## config.mk

```make
export PLATFORM = sky130hd
export DESIGN_NAME = mul_seq_ctrl
export DESIGN_NICKNAME = d
export VERILOG_FILES = /design/src/rtl/mul_seq_pkg.sv /design/src/rtl/pp_unit_2x2.sv /design/src/rtl/mul_seq_ctrl.sv
export SDC_FILE = /design/constraint.sdc
export NUM_CORES = 1
export LEC_CHECK = 0
export CAP_MARGIN = 10
export CORE_AREA = 2 2 77 79
export CTS_BUF_LIST = sky130_fd_sc_hd__clkbuf_4
export CTS_CLUSTER_DIAMETER = 50
export DETAILED_ROUTE_END_ITERATION = 10
export DIE_AREA = 0 0 79 81
export GPL_TIMING_DRIVEN = 0
export PLACE_DENSITY = 0.76
export SLEW_MARGIN = 20
export SYNTH_ARGS = -nofsm -noshare
export SYNTH_HDL_FRONTEND = slang
export SYNTH_HIERARCHICAL = 1
export SYNTH_SLANG_ARGS = --single-unit
```

## constraint.sdc

```tcl
create_clock -name clk -period 3.8 [get_ports clk]
set_input_delay 0.57 -clock clk [delete_from_list [all_inputs] [get_ports clk]]
set_output_delay 0.57 -clock clk [all_outputs]
set_load 0.02 [all_outputs]
```

## src/rtl/mul_seq_pkg.sv

```systemverilog
// Shared constants and state encoding for the sequential digit-serial multiplier.
package mul_seq_pkg;

    // Operand digit width and the width of one digit-by-digit partial product.
    localparam int DIG_W = 2;
    localparam int PP_W  = 4;

    typedef enum logic [1:0] {
        S_IDLE = 2'd0,
        S_RUN  = 2'd1,
        S_DONE = 2'd2
    } state_t;

endpackage

```

## src/rtl/pp_unit_2x2.sv

```systemverilog
// 2x2-bit unsigned multiplier built from AND gates and two half adders.
module pp_unit_2x2
    import mul_seq_pkg::*;
(
    input  logic [DIG_W-1:0] x,
    input  logic [DIG_W-1:0] y,
    output logic [PP_W-1:0]  p
);

    logic t0, t1, t2, t3;
    logic c1;

    // Partial-product bits, then a half adder for column 1 and one for column 2.
    always_comb begin
        t0   = x[0] & y[0];
        t1   = x[1] & y[0];
        t2   = x[0] & y[1];
        t3   = x[1] & y[1];
        c1   = t1 & t2;
        p[0] = t0;
        p[1] = t1 ^ t2;
        p[2] = t3 ^ c1;
        p[3] = t3 & c1;
    end

endmodule

```

## src/rtl/mul_seq_ctrl.sv

```systemverilog
// Sequential WxW unsigned multiplier that reuses one 2x2 partial-product unit
// for every digit pair, accumulating into a 2W-bit result.
// Optional macro MUL_SEQ_ZERO_SKIP_EN: a zero operand skips RUN and goes
// straight to DONE with a zero product.
module mul_seq_ctrl
    import mul_seq_pkg::*;
#(
    parameter int W = 8
) (
    input  logic           clk,
    input  logic           rst,
    input  logic           in_valid,
    output logic           in_ready,
    input  logic [W-1:0]   a,
    input  logic [W-1:0]   b,
    output logic           out_valid,
    input  logic           out_ready,
    output logic [2*W-1:0] product,
    output logic           busy
);

    // W must be even and >= 2; N digits per operand.
    localparam int N  = W / 2;
    localparam int IW = (N > 1) ? $clog2(N) : 1;
    localparam int PW = 2 * W;
    localparam int SW = IW + 2;

    state_t state, state_nxt;

    // Captured operands viewed as arrays of digits so the index selects a digit.
    logic [N-1:0][DIG_W-1:0] a_dig, b_dig;
    logic [IW-1:0]           i, j;
    logic [PW-1:0]           acc;
    logic [PP_W-1:0]         pp;
    logic [PW-1:0]           pp_sh;
    logic [SW-1:0]           sh;
    logic                    accept, out_hs, j_last, last, zero_op;

    assign accept = in_valid && in_ready;
    assign out_hs = out_valid && out_ready;
    assign j_last = (j == IW'(N - 1));
    assign last   = (i == IW'(N - 1)) && j_last;

`ifdef MUL_SEQ_ZERO_SKIP_EN
    assign zero_op = (a == '0) || (b == '0);
`else
    assign zero_op = 1'b0;
`endif

    // Single shared partial-product unit, fed by the current digit pair.
    pp_unit_2x2 u_pp (
        .x (a_dig[i]),
        .y (b_dig[j]),
        .p (pp)
    );

    // Weight of digit pair (i,j) is 4^(i+j): shift by 2*(i+j).
    always_comb begin
        sh    = {({1'b0, i} + {1'b0, j}), 1'b0};
        pp_sh = PW'(pp) << sh;
    end

    // State register.
    always_ff @(posedge clk) begin
        if (rst) state <= S_IDLE;
        else     state <= state_nxt;
    end

    // Next-state logic.
    always_comb begin
        state_nxt = state;
        case (state)
            S_IDLE: if (accept) state_nxt = zero_op ? S_DONE : S_RUN;
            S_RUN:  if (last)   state_nxt = S_DONE;
            S_DONE: if (out_hs) state_nxt = S_IDLE;
            default:            state_nxt = S_IDLE;
        endcase
    end

    // Handshake and status outputs decoded from the registered state.
    always_comb begin
        in_ready  = (state == S_IDLE);
        busy      = (state == S_RUN);
        out_valid = (state == S_DONE);
    end

    // Operand capture, digit walk and accumulation.
    always_ff @(posedge clk) begin
        if (rst) begin
            a_dig <= '0;
            b_dig <= '0;
            acc   <= '0;
            i     <= '0;
            j     <= '0;
        end else begin
            case (state)
                S_IDLE: begin
                    if (accept) begin
                        a_dig <= a;
                        b_dig <= b;
                        acc   <= '0;
                        i     <= '0;
                        j     <= '0;
                    end
                end
                S_RUN: begin
                    acc <= acc + pp_sh;
                    if (last) begin
                        i <= '0;
                        j <= '0;
                    end else if (j_last) begin
                        i <= i + 1'b1;
                        j <= '0;
                    end else begin
                        j <= j + 1'b1;
                    end
                end
                default: ;
            endcase
        end
    end

    // The accumulator itself is the registered result.
    assign product = acc;

endmodule

```

==> impl_metrics.json, run 1 <==
{
  "synth_fp_nets": 344,
  "gp_congestion": 0.8692,
  "cp_slowest_stage_delay_ps": 550,
  "cts-resized-gates": 0,
  "cts_sinks": 38,
  "register_area_um2": 763.2,
  "synth_commonest_cells": "nand2_1, dfxtp_1, nor2_1, a21oi_1, ha_1",
  "fin_setup_tns_ps": 0,
  "critPathCaptureType": "register",
  "syn-cell-area_mm2": 0.002419,
  "min_path_type": "register to register",
  "reg2reg_setup_slack_ps": 150,
  "dp_slack_ps": 86.37,
  "synth_fa_ha_area_share_pct": 12.00,
  "slowest_stage": "mux4_2",
  "synth.distinct_cells": 44,
  "start_util_pct": 42.61,
  "clkLatencyLatePin_ps": 350,
  "routed_via_density": 5.391,
  "cp-start-kind": "register",
  "post-route-min-period_ps": 3645,
  "die_x_um": 79,
  "seq_area_frac_synth_pct": 31.45,
  "synth_seq_cells": 38,
  "clock_path_buffers": 2,
  "async_flop_share_pct": 0,
  "crit_arrival_ps": 3900,
  "grt_use_total_pct": 17.62,
  "synthMuxAreaShare_pct": 4.966,
  "dr.pass1.iters": 4,
  "fill_cells": 577,
  "p_total_uw": 874.8,
  "wire_per_inst_um": 12.84,
  "cpMostUsedCell": "ha_1",
  "worst_slew_pin_slew_ps": 789.2,
  "cts_root_buffer": "clkbuf_4",
  "multi_input_area_mm2": 0.001558,
  "grt-ovfl-total": 0,
  "required_ps": 4060,
  "reg2reg_from": "i[1]$_SDFFE_PP0P_",
  "holdBufCountCts": 0,
  "status": "finished clean",
  "period_share_pct": 95.93,
  "wirelength_um": 5418,
  "synth_compound_area_share_pct": 21.31,
  "antenna_found_initial": 0,
  "cts_tree": "done",
  "dp_hpwl_um": 4200,
  "max-slew-margin-rel_pct": 47.28,
  "nets": 388,
  "synth_area_leaders": "dfxtp_1, ha_1, nand2_1, a21oi_1, nor2_1",
  "reg2reg_to": "product[12]$_SDFFE_PP0P_",
  "ios": 39,
  "ant_nets": 0,
  "synth-main-ff-cell": "dfxtp_1",
  "worstHoldPathCells": 2,
  "slew_violations": 0,
  "drc": 0,
  "grt_pass1_vias": 2085,
  "synthXorXnorAreaFrac_pct": 5.070,
  "worst_slack_ps": 154.7,
  "whs_ps": 463.3,
  "synth_edf_count": 0,
  "port_buffers": 38,
  "clock_skew_ps": 6.209,
  "die-area_mm2": 0.006399,
  "num_antenna_cells": 0,
  "vias": 2275,
  "synth.avg_cell_area_um2": 8.009,
  "cts.clk_slew.worst_paths_ps": 130,
  "r2r_cells": 13,
  "numCtsBuffers": 5,
  "yosysWarnings": 6,
  "area_growth_pct": 24.11,
  "critical_path.cell_chain": "mux4_2 > and2_1 > ha_1 > ha_1 > mux2i_2 > nor2_1 > ha_1 > nor2b_1 > o211ai_1 > a31oi_2 > o211ai_1 > mux2i_1 > nand2_1",
  "coreArea_mm2": 0.005675,
  "drive_above_1_share_pct": 8.069,
  "synth.largest_area_cell": "dfxtp_1",
  "htreeDepth": 2,
  "min_to": "a_dig[3]$_SDFFE_PP0P_",
  "yosys.area_share.simple_pct": 20.90,
  "grt_max_degree": 14,
  "power_leakage_uw": 0.001216,
  "initialDrtViolationCount": 102,
  "hp-start": "a_dig[3]$_SDFFE_PP0P_",
  "post_cts_buffers": 0,
  "hold_viol": 0,
  "synth_top_family_by_area": "compound AO/OA/AOI/OAI gates",
  "critPathKind": "register to register",
  "die_h_um": 81,
  "row_count": 28,
  "cp_max_fo": 5,
  "maxCapViolations": 0,
  "clock.fmax_mhz": 274.3,
  "vdd_ir_drop_max_mv": 0.2032,
  "setup_violations": 0,
  "syn_inst": 302,
  "power_density_mw_per_mm2": 291.4,
  "grt_pass1_wl_um": 8963,
  "yosysMostFrequentCell": "nand2_1",
  "yosys.area.top_type_share_pct": 31.45
}
[through the flow]
| step | utilization (%) | cells | cell area [um2] |
|---|---|---|---|
| finish | 52.89 | 422 | 3002 |
| global placement | 50.97 | 415 | 2893 |
| detailed placement | 50.97 | 415 | 2893 |
| CTS | 52.84 | 423 | 2999 |
| floorplan | - | 302 | 2419 |
| global route | 52.89 | 422 | 3002 |
[registers in the layout (all words and copies together) (netlist names)]
register	flops
j	2
i	2
a_dig	8
state	2
product	16
b_dig	8
[report_power, final]
group | internal [uW] | leakage [uW] | switching (uW) | total, uW
Combinational | 46.4 | 0.000851 | 51.9 | 98.3
Clock | 206 | 0.0000554 | 150 | 356
Sequential | 412 | 0.000310 | 8.98 | 421
[worst max-delay path by stage]
stage / startpoint / slack, ps / to
2_1_floorplan: j[0]$_SDFFE_PP0P_ / 500 / product[14]$_SDFFE_PP0P_
3_3_place_gp: i[0]$_SDFFE_PP0P_ / 130 / product[12]$_SDFFE_PP0P_
3_5_place_dp: j[0]$_SDFFE_PP0P_ / 90 / product[12]$_SDFFE_PP0P_
4_1_cts: j[0]$_SDFFE_PP0P_ / 60 / product[12]$_SDFFE_PP0P_
5_1_grt: i[1]$_SDFFE_PP0P_ / -1 / product[14]$_SDFFE_PP0P_
6_report: i[1]$_SDFFE_PP0P_ / 150 / product[12]$_SDFFE_PP0P_
[worst max-delay path: cells and delay by family (launching register included)]
kind / cells / cell delay (ps)
adder cells (fa/ha/maj): 3 / 850
flip-flops: 1 / 500
AO/OA/AOI/OAI: 3 / 680
multiplexers: 3 / 1040
AND/OR/NAND/NOR: 4 / 470
[logic make-up (layout without fill, tap and decap cells)]
| kind of cell | count (synthesis) | count (layout) |
|---|---|---|
| AO/OA/AOI/OAI | 81 | 81 |
| XOR/XNOR | 14 | 14 |
| adder cells (fa/ha/maj) | 22 | 22 |
| buffers and inverters | 25 | 70 |
| flip-flops | 38 | 38 |
| multiplexers | 7 | 7 |
| AND/OR/NAND/NOR | 115 | 115 |
[cells in the final DEF (no fill, tap or decap), drive strengths merged]
cell and instances:
dfxtp 38, fa 2, and2 7, nand3 1, a32oi 2, and3 3, a31o 1, o21ai 13
mux4 4, a211oi 1, clkinv 1, nor3 4, xor2 6, bufinv 2, nand4b 1, a311oi 1
a21o 5, o211ai 4, clkdlybuf4s50 38, xnor2 8, a221o 1, inv 11, o31ai 1, o21bai 3
or2 1, nand4 1, a31oi 7, clkbuf 12, mux2i 3, o21a 1, ha 20, nand2 53
nor2b 5, a22oi 7, o22ai 2, a21oi 31, buf 6, nand2b 6, nor2 33, a2bb2oi 1
[layer usage]
layer  vias up  global-route usage (%)  routed length (um)
li1       1148                       -                   -
met1      1056                   21.75                2514
met2        56                   30.08                2528
met3        15                   3.556                 237
met4         0                   7.414                 138
met5         -                       0                   0
[area by class of cell]
| type | count | area share, % |
|---|---|---|
| clock buffer | 5 | 1.251 |
| multi-input combinational | 239 | 51.90 |
| clock inverter | 3 | 2.293 |
| inverter | 11 | 1.376 |
| tap | 75 | 3.126 |
| buffer | 13 | 1.959 |
| timing repair buffer | 38 | 12.67 |
| sequential | 38 | 25.43 |
(Power assumes the default switching activity.)
==> run 2: changes to the inputs <==
--- a/config.mk
+++ b/config.mk
@@ -5,12 +5,13 @@
 export SDC_FILE = /design/constraint.sdc
 export NUM_CORES = 1
 export LEC_CHECK = 0
+export ABC_AREA = 1
 export CAP_MARGIN = 10
-export CORE_AREA = 2 2 77 79
+export CORE_AREA = 2 2 82 84
 export CTS_BUF_LIST = sky130_fd_sc_hd__clkbuf_4
 export CTS_CLUSTER_DIAMETER = 50
 export DETAILED_ROUTE_END_ITERATION = 10
-export DIE_AREA = 0 0 79 81
+export DIE_AREA = 0 0 84 86
 export GPL_TIMING_DRIVEN = 0
 export PLACE_DENSITY = 0.76
 export SLEW_MARGIN = 20
==> run 2 against run 1 <==
Non-clock buffer count decreased by 3; final area up 11%; largest cell class unchanged; critical path depth up 5; total power decreased by 7.5%; first-iteration DRC count is 11% higher; largest power group unchanged; register-to-register slack better by 440 ps; clock-buffer cell count stayed put; sequential power increased by 1%; routed wire length grew 20%; sequential share of layout area fell by 2.5 points; clock skew increased by 4.0 ps; combinational power is 74% higher; critical endpoint is now product[15]$_SDFFE_PP0P_.
==> impl_metrics.json, run 2 <==
{
  "synth_edf_count": 0,
  "yosysWarnings": 6,
  "start_util_pct": 44.61,
  "period_share_pct": 84.46,
  "cp_max_fo": 7,
  "critPathCaptureType": "register",
  "die-area_mm2": 0.007224,
  "synth.largest_area_cell": "dfxtp_1",
  "htreeDepth": 2,
  "gp_congestion": 0.9133,
  "row_count": 29,
  "numCtsBuffers": 5,
  "syn-cell-area_mm2": 0.002800,
  "fill_cells": 643,
  "fin_cells": 553,
  "die_h_um": 86,
  "critPathKind": "register to register",
  "clock.fmax_mhz": 311.6,
  "coreArea_mm2": 0.006277,
  "syn_inst": 432,
  "synth_commonest_cells": "nand2_1, inv_1, dfxtp_1, a21oi_1, nor2_1",
  "clkLatencyLatePin_ps": 350,
  "post_cts_buffers": 0,
  "synth.distinct_cells": 36,
  "post-route-min-period_ps": 3210,
  "async_flop_share_pct": 0,
  "dp_hpwl_um": 5218,
  "cts_tree": "done",
  "clock_path_buffers": 2,
  "synth.avg_cell_area_um2": 6.482,
  "die_x_um": 84,
  "wire_per_inst_um": 11.80,
  "hold_viol": 0,
  "ant_nets": 0,
  "fin_area_mm2": 0.003319,
  "dp.cells": 546,
  "p_total_uw": 808.8,
  "routed_via_density": 4.935,
  "largest_reg_flops": 16,
  "post_dp_cell_area_mm2": 0.003267,
  "setup_violations": 0,
  "grt_max_degree": 13,
  "num_antenna_cells": 0,
  "seq_area_frac_synth_pct": 27.17,
  "grt-ovfl-total": 0,
  "slew_violations": 0,
  "port_buffers": 37,
  "ios": 39,
  "nets": 518,
  "max-slew-margin-rel_pct": 57.88,
  "synth_seq_cells": 38,
  "final_common_cell": "nand2_1",
  "power_density_mw_per_mm2": 243.7,
  "cp-start-kind": "register",
  "grt_pass1_vias": 2582,
  "initialDrtViolationCount": 113,
  "worst_slew_pin_slew_ps": 631.9,
  "antenna_found_initial": 0,
  "maxCapViolations": 0,
  "drive_above_1_share_pct": 11.97,
  "power_leakage_uw": 0.001570,
  "dr.pass1.iters": 4,
  "vias": 2729,
  "grt_use_total_pct": 18.34,
  "register_area_um2": 760.7,
  "holdBufCountCts": 0,
  "vdd_ir_drop_max_mv": 0.1508,
  "grt_pass1_wl_um": 10810,
  "synth-main-ff-cell": "dfxtp_1",
  "min_path_type": "register to register",
  "multi_input_area_mm2": 0.001690,
  "cts_root_buffer": "clkbuf_4",
  "required_ps": 4090,
  "rsz0062_at_grt": "false",
  "clock_skew_ps": 10.26,
  "area_growth_pct": 18.54,
  "fin_setup_tns_ps": 0,
  "drc": 0,
  "cts-resized-gates": 0,
  "wirelength_um": 6525,
  "synth_area_leaders": "dfxtp_1, nand2_1, ha_1, inv_1, a21oi_1",
  "status": "finished clean",
  "crit_arrival_ps": 3490,
  "cts.clk_slew.worst_paths_ps": 110,
  "yosys.area.top_type_share_pct": 27.17,
  "whs_ps": 475.9,
  "synth_fp_nets": 474,
  "final_cell_mix": "nand2_1, inv_1, dfxtp_1",
  "yosysMostFrequentCell": "nand2_1",
  "cts_sinks": 38
}
run 2: critical path, stage by stage (launching register included):
cell,delay [ps]
dfxtp_1,480
inv_1,160
o21ai_0,170
o22ai_1,110
nand2_1,80
inv_1,40
ha_1,190
ha_1,290
mux2i_1,320
nor3_1,110
ha_1,340
or2_4,260
nand3_1,100
nand2_2,90
nand2_1,110
nand2_1,60
nand2_1,50
nand3_1,70
a21oi_2,110
run 2: cell type report:
| class | count | area share, % |
|---|---|---|
| buffer | 11 | 2.827 |
| tap | 77 | 2.902 |
| sequential | 38 | 22.92 |
| timing repair buffer | 37 | 11.16 |
| inverter | 66 | 7.689 |
| clock inverter | 2 | 0.4523 |
| multi-input combinational | 317 | 50.92 |
| clock buffer | 5 | 1.131 |
run 2: per-layer routing:
layer / track usage, % / up-vias / wire (um)
met3: 3.850 / 8 / 204
met4: 5.279 / 0 / 76
met5: 0 / - / 0
li1: - / 1467 / -
met1: 21.16 / 1206 / 2982
met2: 34.18 / 48 / 3262
run 2: power breakdown:
part | leakage, uW | total, uW | internal [uW] | switching [uW]
registers | 0.000309 | 425 | 413 | 11.9
clock network | 0.0000233 | 213 | 68.4 | 145
logic | 0.00124 | 171 | 71.5 | 99.1
run 2: metrics by stage:
stage,setup WS [ps],util (%)
finish,590.5,52.88
global route,215.3,52.88
CTS,595.3,52.88
detailed placement,618.0,52.04
global placement,693.9,52.04
floorplan,1041,-
run 2: path summary, 6_finish.rpt:
path | depth (start not counted) | slack, ps | startpoint | end
worst min register to register | 2 | 480 | a_dig[2]$_SDFFE_PP0P_ | a_dig[2]$_SDFFE_PP0P_
worst min-delay path | 2 | 480 | a_dig[2]$_SDFFE_PP0P_ | a_dig[2]$_SDFFE_PP0P_
worst max-delay path | 18 | 590 | i[0]$_SDFFE_PP0P_ | product[15]$_SDFFE_PP0P_
worst max register to register | 18 | 590 | i[0]$_SDFFE_PP0P_ | product[15]$_SDFFE_PP0P_
run 2: cell families (layout without fill, tap and decap cells):
logic type	count (synthesis)	after routing	synth area share (%)
flops	38	38	27.17
compound gates	74	74	15.95
fa+ha+maj	22	22	10.37
buf+inv	77	121	12.47
simple gates	220	220	33.69
mux	1	1	0.3575
==> run 3: changes to the inputs <==
--- a/config.mk
+++ b/config.mk
@@ -13,7 +13,7 @@
 export DETAILED_ROUTE_END_ITERATION = 10
 export DIE_AREA = 0 0 84 86
 export GPL_TIMING_DRIVEN = 0
-export PLACE_DENSITY = 0.76
+export PLACE_DENSITY = 0.78
 export SLEW_MARGIN = 20
 export SYNTH_ARGS = -nofsm -noshare
 export SYNTH_HDL_FRONTEND = slang
==> constraint.sdc (replaced) <==
create_clock -name clk -period 2.9 [get_ports clk]
set_input_delay 0.435 -clock clk [delete_from_list [all_inputs] [get_ports clk]]
set_output_delay 0.435 -clock clk [all_outputs]
set_load 0.02 [all_outputs]
==> run 3 against run 2 <==
Flip-flop and latch count unchanged; sequential power up 32%; sequential share of layout area decreased by 2.9 points; cell count rose by 3.1%; die area is the same; largest cell class unchanged; utilization grew 8.5 points; setup slack got worse by 540 ps; worst hold slack got worse by 110 ps; clock power increased by 35%; clock-buffer cell count stayed put.
==> impl_metrics.json, run 3 (synthesized netlist as in run 2, its figures left out) <==
{
  "status": "finished clean",
  "setup_violations": 0,
  "drc": 0,
  "grt_pass1_vias": 2611,
  "max-slew-margin-rel_pct": 59.08,
  "crit_family": "adder cells",
  "cts_sinks": 38,
  "worst_slew_pin_slew_ps": 613.8,
  "grt-ovfl-total": 0,
  "required_ps": 3140,
  "path_buf_inv": 3,
  "ios": 39,
  "clock_skew_ps": 12.18,
  "nets": 534,
  "hold_viol": 0,
  "whs_ps": 361.1,
  "htreeDepth": 2,
  "rsz0062_at_grt": "true",
  "die_h_um": 86,
  "vdd_ir_drop_max_mv": 0.2302,
  "slew_violations": 0,
  "holdBufCountCts": 0,
  "p_total_uw": 1137,
  "final_cell_mix": "nand2_1, inv_1, clkdlybuf4s50_1",
  "cts_root_buffer": "clkbuf_4",
  "dr.pass1.iters": 7,
  "cp-start-kind": "register",
  "clock_path_buffers": 2,
  "grt_pass1_wl_um": 11270,
  "coreArea_mm2": 0.006277,
  "cp_slowest_stage_delay_ps": 500,
  "row_count": 29,
  "cp_max_fo": 7,
  "ant_nets": 0,
  "routed_via_density": 5.170,
  "crit_arrival_ps": 3090,
  "grt_use_total_pct": 19.03,
  "grt_max_degree": 13,
  "post-route-min-period_ps": 2846,
  "final_common_cell": "nand2_1",
  "min_path_type": "input pin to register",
  "final_util_pct": 61.35,
  "slowest_stage": "fa_2",
  "cts.clk_slew.worst_paths_ps": 130,
  "gp_congestion": 0.8974,
  "start_util_pct": 44.61,
  "dp_hpwl_um": 5119,
  "cpMostUsedCell": "nand2_2",
  "critical_path.cell_chain": "ha_4 > inv_2 > fa_2 > inv_4 > nor2_2 > a31oi_2 > nor2_1 > ha_1 > nand2_2 > inv_2 > nand2_2 > nor3_2 > nand2_2 > nand2_1 > nand2_1 > nand3_1 > a21oi_1",
  "numCtsBuffers": 5,
  "wire_per_inst_um": 13.06,
  "initialDrtViolationCount": 141,
  "area_growth_pct": 37.53,
  "clock.fmax_mhz": 351.3,
  "period_share_pct": 98.15,
  "antenna_found_initial": 0,
  "critPathKind": "register to register",
  "die-area_mm2": 0.007224,
  "fill_cells": 523,
  "die_x_um": 84,
  "maxCapViolations": 0,
  "num_antenna_cells": 0,
  "cts_tree": "done",
  "drive_above_1_share_pct": 32.05,
  "wirelength_um": 7447,
  "largest_reg_flops": 16,
  "clkLatencyLatePin_ps": 360,
  "power_leakage_uw": 0.001679,
  "power_density_mw_per_mm2": 295.2,
  "critPathCaptureType": "register",
  "vias": 2947,
  "port_buffers": 37
}
==> run 3: what timing repair did <==
action,CTS,global route
setup endpoints to repair,13,13
pin swaps,6,37
buffers inserted,3,13
resized for setup,19,89
==> run 3: report_power, final <==
part	internal, uW	leakage, uW	switching (uW)	total, uW
combinational	131	0.00134	154	285
sequential	542	0.000312	20.9	563
clock	90.2	0.0000286	198	288
total	764	0.00168	373	1140
==> run 3: worst paths after layout <==
path,to,depth (start not counted),start,slack [ps]
worst max register to register,product[13]$_SDFFE_PP0P_,17,j[0]$_SDFFE_PP0P_,50
worst min register to register,a_dig[2]$_SDFFE_PP0P_,2,a_dig[2]$_SDFFE_PP0P_,480
worst max-delay path,product[13]$_SDFFE_PP0P_,17,j[0]$_SDFFE_PP0P_,50
worst min-delay path,b_dig[4]$_SDFFE_PP0P_,2,rst,360
==> run 3: cell type report <==
class,count,area [um2],share of cell area (%)
Tap cell,77,96.34,2.502
Multi-Input combinational cell,317,2077,53.93
Buffer,11,93.84,2.437
Clock inverter,3,16.27,0.4224
Sequential cell,38,770.7,20.01
Clock buffer,5,37.54,0.9747
Inverter,66,269.0,6.985
Timing Repair Buffer,53,490.5,12.74
==> run 3: per-stage QoR <==
step	cell area, um2	worst slack (ps)	setup TNS (ps)	instances
finish	3851	53.73	0	570
global route	3851	-105.6	-760.4	570
CTS	3402	-2.730	-2.730	557
detailed placement	3267	-279.1	-2465	546
global placement	3267	-215.8	-1541	546
floorplan	2800	141.0	0	432
==> run 3: routing by layer <==
metal | GRT usage [%] | up-vias | wire length [um]
met5 | 0 | - | 0
li1 | - | 1498 | -
met2 | 34.98 | 90 | 3878
met4 | 6.305 | 0 | 114
met3 | 3.369 | 14 | 370
met1 | 22.41 | 1345 | 3084
==> run 3: worst register-to-register path, delay by kind of cell, from the launching register on <==
kind	cells	cell delay (ps)
fa+ha+maj	3	1020
simple gates	9	750
flops	1	450
buf+inv	3	270
compound gates	2	240
